[config.mk]
export PLATFORM = sky130hd
export DESIGN_NAME = iterative_shifter
export DESIGN_NICKNAME = d
export VERILOG_FILES = /design/src/rtl/iterative_shifter.sv
export SDC_FILE = /design/constraint.sdc
export NUM_CORES = 1
export LEC_CHECK = 0
export CAP_MARGIN = 20
export CORE_ASPECT_RATIO = 0.7
export CORE_UTILIZATION = 42
export DETAILED_ROUTE_END_ITERATION = 12
export PLACE_DENSITY = 0.75
export SYNTH_ARGS = -nofsm -noshare
export SYNTH_HDL_FRONTEND = slang
export SYNTH_SLANG_ARGS = --single-unit
[constraint.sdc]
create_clock -name clk -period 7.57 [get_ports clk]
set_input_delay 1.1355 -clock clk [delete_from_list [all_inputs] [get_ports clk]]
set_output_delay 1.1355 -clock clk [all_outputs]
set_load 0.02 [all_outputs]
[src/rtl/iterative_shifter.sv]
// ---------------------------------------------------------------------------
// iterative_shifter
//   Multi-cycle shift unit for the execute stage. A request is accepted in
//   IDLE, then the working register is shifted by at most STEP bit positions
//   per clock until the full shift amount has been applied. The result is
//   held in DONE until the consumer takes it.
//
//   Optional feature: define ROTATE_EN to build the rotate datapath
//   (op[2]=1 selects rotate; op[1]=1 -> ROL, op[1]=0 -> ROR). When
//   ROTATE_EN is undefined, op[2] is ignored.
//
// Parameters
//   WIDTH      operand/result width (power of two, >= 8)
//   STEP       max bit positions shifted per clock (power of two, 1..WIDTH)
//
// Ports
//   clk        rising-edge clock
//   rst_n      asynchronous active-low reset
//   in_valid   request present
//   in_ready   unit can accept a request (high only in IDLE)
//   a          operand (signed for SRA)
//   shamt      shift amount, 0..WIDTH-1
//   op         op[0] arithmetic, op[1] left, op[2] rotate
//   out_valid  result valid, held until consumed
//   out_ready  consumer accepts result
//   result     shifted value, meaningful while out_valid=1
// ---------------------------------------------------------------------------
module iterative_shifter #(
   parameter int WIDTH = 32,
   parameter int STEP  = 4
) (
   input  logic                     clk,
   input  logic                     rst_n,
   input  logic                     in_valid,
   output logic                     in_ready,
   input  logic [WIDTH-1:0]         a,
   input  logic [$clog2(WIDTH)-1:0] shamt,
   input  logic [2:0]               op,
   output logic                     out_valid,
   input  logic                     out_ready,
   output logic [WIDTH-1:0]         result
);

   localparam int SHW = $clog2(WIDTH);
   // One extra bit so that STEP == WIDTH is representable.
   localparam logic [SHW:0] STEP_K  = (SHW+1)'(STEP);
   localparam logic [SHW:0] WIDTH_K = (SHW+1)'(WIDTH);

   typedef enum logic [1:0] {
      S_IDLE,
      S_SHIFT,
      S_DONE
   } state_e;

   state_e           state_q,     state_d;
   logic [WIDTH-1:0] w_q,         w_d;
   logic [SHW-1:0]   rem_q,       rem_d;
   logic             left_q,      left_d;
   logic             arith_q,     arith_d;
   logic             in_ready_q,  in_ready_d;
   logic             out_valid_q, out_valid_d;
`ifdef ROTATE_EN
   logic             rot_q,       rot_d;
`else
   // op[2] has no function without the rotate datapath.
   logic             unused_op2;
   assign unused_op2 = op[2];
`endif

   logic [SHW:0]     k;
   logic [WIDTH-1:0] step_val;

   // Amount applied this cycle: min(STEP, remaining).
   always_comb begin
      k = ({1'b0, rem_q} >= STEP_K) ? STEP_K : {1'b0, rem_q};
   end

   // One step of the selected operation on the working register. For SRA the
   // MSB of w is always the latched a[WIDTH-1], so >>> supplies the right fill.
   always_comb begin
      step_val = w_q >> k;
`ifdef ROTATE_EN
      if (rot_q) begin
         if (left_q) step_val = (w_q << k) | (w_q >> (WIDTH_K - k));
         else        step_val = (w_q >> k) | (w_q << (WIDTH_K - k));
      end else
`endif
      if (left_q)       step_val = w_q << k;
      else if (arith_q) step_val = $signed(w_q) >>> k;
   end

   // Next-state logic.
   // NOTE: every signal gets a default at the top of the block, so no path
   // leaves a value unassigned and no latch is inferred.
   always_comb begin
      state_d     = state_q;
      w_d         = w_q;
      rem_d       = rem_q;
      left_d      = left_q;
      arith_d     = arith_q;
      in_ready_d  = in_ready_q;
      out_valid_d = out_valid_q;
`ifdef ROTATE_EN
      rot_d       = rot_q;
`endif
      case (state_q)
         S_IDLE: begin
            if (in_valid && in_ready_q) begin
               w_d        = a;
               rem_d      = shamt;
               left_d     = op[1];
               arith_d    = op[0];
`ifdef ROTATE_EN
               rot_d      = op[2];
`endif
               in_ready_d = 1'b0;
               state_d    = (shamt == '0) ? S_DONE : S_SHIFT;
            end
         end
         S_SHIFT: begin
            w_d   = step_val;
            rem_d = rem_q - k[SHW-1:0];
            if (rem_q == k[SHW-1:0]) state_d = S_DONE;
         end
         S_DONE: begin
            // out_valid is registered, so it rises one edge after DONE is
            // entered and then holds until the handshake completes.
            if (!out_valid_q) begin
               out_valid_d = 1'b1;
            end else if (out_ready) begin
               out_valid_d = 1'b0;
               in_ready_d  = 1'b1;
               state_d     = S_IDLE;
            end
         end
         default: state_d = S_IDLE;
      endcase
   end

   // NOTE: sequential state is updated with non-blocking assignments so that
   // every flop samples pre-edge values regardless of statement order.
   always_ff @(posedge clk or negedge rst_n) begin
      if (!rst_n) begin
         state_q     <= S_IDLE;
         w_q         <= '0;
         rem_q       <= '0;
         left_q      <= 1'b0;
         arith_q     <= 1'b0;
         in_ready_q  <= 1'b1;
         out_valid_q <= 1'b0;
`ifdef ROTATE_EN
         rot_q       <= 1'b0;
`endif
      end else begin
         state_q     <= state_d;
         w_q         <= w_d;
         rem_q       <= rem_d;
         left_q      <= left_d;
         arith_q     <= arith_d;
         in_ready_q  <= in_ready_d;
         out_valid_q <= out_valid_d;
`ifdef ROTATE_EN
         rot_q       <= rot_d;
`endif
      end
   end

   assign in_ready  = in_ready_q;
   assign out_valid = out_valid_q;
   assign result    = w_q;

endmodule

==> key figures <==
Outcome
  • Run status: finished, final reports clean

Timing
  • Worst rel slew slack: 20.0%
  • Max Slew Vio Count: 0
  • Fin Setup TNS: 0 ns
  • Share of the clock period used by the worst path: 42.9%
  • Final hold violation count: 0
  • Final Critical Period: 3.25 ns
  • Worst-Margin Slew: 1.20 ns
  • Unrepaired setup endpoints after global routing: false
  • Setup-failing EPs final: 0
  • Setup skew after layout: 0.00723 ns
  • Highest achievable clock rate: 308 MHz

Floorplanning
  • Core region area: 9760 um^2
  • Starting density of the core: 43.5%
  • Number of primary I/O pins: 78
  • Die width: 122 um
  • Site Rows: 30
  • Height of the die: 86.1 um
  • Full die area: 10,500 um^2

Worst setup path
  • Slowest stage delay, CP: 1.14 ns
  • Cell-by-cell trace of the critical path: clkinv_1 > o21ai_1 > a221oi_1 > nor2_1 > a31oi_1
  • Slowest cell on crit path: sky130_fd_sc_hd__dfrtp_1
  • Sort of element at the start of the critical path: flop
  • Endpoint arrival time on the critical path: 3.41 ns
  • Class of the most critical setup path: reg2reg
  • Max FO, Critical Path: 25
  • Capturing element type of the critical path: flop
  • Buffers plus inverters on the worst setup path: 1
  • Critical path data required time: 7.73 ns
  • Largest delay contributor family on the critical path: flip-flops

Placement
  • HPWL after detailed placement: 10.6 mm
  • Number of I/O port buffers: 76
  • Post-placement cell count: 762
  • Routability-driven placement congestion ratio: 0.940

Layout
  • Final core utilization: 53.3%
  • Final antenna diode count: 0
  • Total number of nets in the final design: 688
  • Fraction of layout instances using a drive strength above 1: 7.61%
  • Final non-filler cell total: 772
  • Area added between synthesis and finish: 22.7%

Power and ir drop
  • Pwr Total: 0.496 mW
  • Power per standard cell area: 95.4 nW/um^2
  • Peak supply drop: 0.0746 mV
  • Static leakage: 2.02 nW

Hold path
  • HP Class: reg2reg

Logic synthesis
  • Synth top area share: 24.8%
  • Synthesized net count: 648
  • Synthesis-stage register bit count: 43
  • Share of the yosys chip area belonging to registers: 25.4%
  • Area of the mapped netlist: 4240 um^2
  • Post-synthesis area per instance: 7.03 um^2
  • Leading area contributor after synthesis: sky130_fd_sc_hd__dfrtp_1
  • Post-Syn Instances: 603
  • Warning count from the yosys run: 0
  • Synth Flop Type: sky130_fd_sc_hd__dfrtp_1
  • Cells taking the most area after synthesis: sky130_fd_sc_hd__dfrtp_1 (25%), sky130_fd_sc_hd__nand2_1 (12%), sky130_fd_sc_hd__nor2_1 (8.1%)
  • Count of cell types in the netlist: 62
  • Count of flip-flops with a built-in enable after synthesis: 0
  • Proportion of synthesized flip-flops having asynchronous set or reset: 100%

Drt
  • Final wirelength: 16.1 mm
  • Routed length per placed instance: 20.9 um
  • Iteration-0 DRC Markers: 845
  • Number of iterations in the first detailed-routing pass: 6
  • Count of vias placed by the detailed router: 5,202
  • Routed Antenna Nets: 0
  • Via-per-instance ratio: 6.74
  • Post-route DRC: 0

Clock network
  • Num Clock Sinks: 43
  • Number of cells upsized or downsized after cts: 0
  • Post-CTS Hold Fix Bufs: 0
  • Buffer cell driving the clock tree root: sky130_fd_sc_hd__clkbuf_16
  • H-tree level count: 2
  • Setup bufs post-CTS: 0
  • Number of CTS-inserted buffers: 5
  • Clk Latency, worst-skew pair: 0.30 ns
  • Clock-pin slew on the worst setup and hold paths: 0.07 ns
  • Longest Clk Path Bufs: 2
  • TritonCTS clock tree: built

Run
  • Number of violations of the max-capacitance limit: 0

Global route
  • First-pass GRT wire length: 26.0 mm
  • Total gr overflow: 0
  • Vias in the first global route: 5,050
  • Maximum number of pins on one net before global-route repair: 46
  • Number of antenna violations at the first check in global routing: 0
  • Overall global routing resource usage: 31.6%
==> sequential cells by signal, summed over array words and instances, names as in the netlist <==
register,cells
left_q,1
result,32
rem_q,5
arith_q,1
in_ready,1
out_valid,1
state_q,2
==> cell usage after synthesis, drive strengths merged (3+ instances only) <==
library cell and instances:
buf 21, o21ai 15, dfrtp 42, and3 4
a221oi 8, nand2 130, a21oi 21, nand2b 3
nor4 4, a2111oi 8, nor2 91, a41oi 6
nand3 34, o221a 5, nand4 6, o211ai 29
inv 3, a31oi 29, o221ai 5, o22ai 7
nand3b 3, nor4b 3, nor3 9, mux2i 30
a22oi 4, o21bai 5, a211oi 11, clkbuf 36
==> logic make-up after synthesis <==
group / synth area share (%)
buf+inv: 6.40
other cells: 0.0884
fa+ha+maj: 0.295
simple gates: 30.9
mux: 8.29
compound gates: 28.6
flops: 25.4
==> cells in the final DEF (no fill, tap or decap), types with 5 or more instances in the layout <==
| master | instances |
|---|---|
| sky130_fd_sc_hd__a211oi_1 | 11 |
| sky130_fd_sc_hd__a21oi_1 | 21 |
| sky130_fd_sc_hd__a221oi_1 | 8 |
| sky130_fd_sc_hd__a31oi_1 | 29 |
| sky130_fd_sc_hd__a41oi_1 | 6 |
| sky130_fd_sc_hd__buf_4 | 12 |
| sky130_fd_sc_hd__clkbuf_16 | 5 |
| sky130_fd_sc_hd__clkdlybuf4s50_1 | 75 |
| sky130_fd_sc_hd__dfrtp_1 | 42 |
| sky130_fd_sc_hd__mux2i_1 | 27 |
| sky130_fd_sc_hd__nand2_1 | 130 |
| sky130_fd_sc_hd__nand3_1 | 34 |
| sky130_fd_sc_hd__nand4_1 | 6 |
| sky130_fd_sc_hd__nor2_1 | 90 |
| sky130_fd_sc_hd__nor3_1 | 8 |
| sky130_fd_sc_hd__o211ai_1 | 29 |
| sky130_fd_sc_hd__o21ai_0 | 14 |
| sky130_fd_sc_hd__o21bai_1 | 5 |
| sky130_fd_sc_hd__o221ai_1 | 5 |
| sky130_fd_sc_hd__o22ai_1 | 7 |
==> path summary, 6_finish.rpt <==
| kind | from | endpoint | slack (ns) | depth (start not counted) |
|---|---|---|---|---|
| worst max register to register | state_q[1] | result[31] | 4.32 | 5 |
| max in group asynchronous | rst_n | in_ready | 6.32 | 2 |
| worst max-delay path | state_q[1] | result[31] | 4.32 | 5 |
| min in group asynchronous | rst_n | result[21] | 0.71 | 1 |
| worst min register to register | in_ready | in_ready | 0.51 | 2 |
| worst min-delay path | in_ready | in_ready | 0.51 | 2 |
==> worst min-delay path, cell delays in order, from the launching register on <==
cell	delay (ns)
sky130_fd_sc_hd__dfstp_2	0.39
sky130_fd_sc_hd__o21ai_0	0.07
sky130_fd_sc_hd__nand2_1	0.05
==> report_power, final <==
group	switching, mW	internal, mW
Sequential	0.00239	0.230
Combinational	0.0108	0.0215
Clock	0.108	0.124
Total	0.121	0.375
==> per-layer routing <==
metal	wire [um]	GRT usage [%]
met5	0	0
met4	556	13.5
met3	2030	6.72
met2	6940	48.7
met1	6580	42.8
==> through the flow <==
stage          setup slack [ns]  hold slack [ns]  instance area [um^2]
2_1_floorplan              5.18            0.504                  4240
6_report                   4.32            0.510                  5200
3_3_place_gp               4.58            0.484                  5020
3_5_place_dp               4.52            0.498                  5020
5_1_grt                    4.20            0.540                  5200
4_1_cts                    4.51            0.510                  5170
==> layout make-up <==
cell class | instances | area (um^2)
clock inverter | 3 | 25.0
inverter | 4 | 15.0
tap | 128 | 160
multi-input combinational | 499 | 2920
clock buffer | 5 | 125
timing repair buffer | 90 | 881
sequential | 43 | 1080
fill | 952 | 4560
Power figures use the tool's default switching activity.
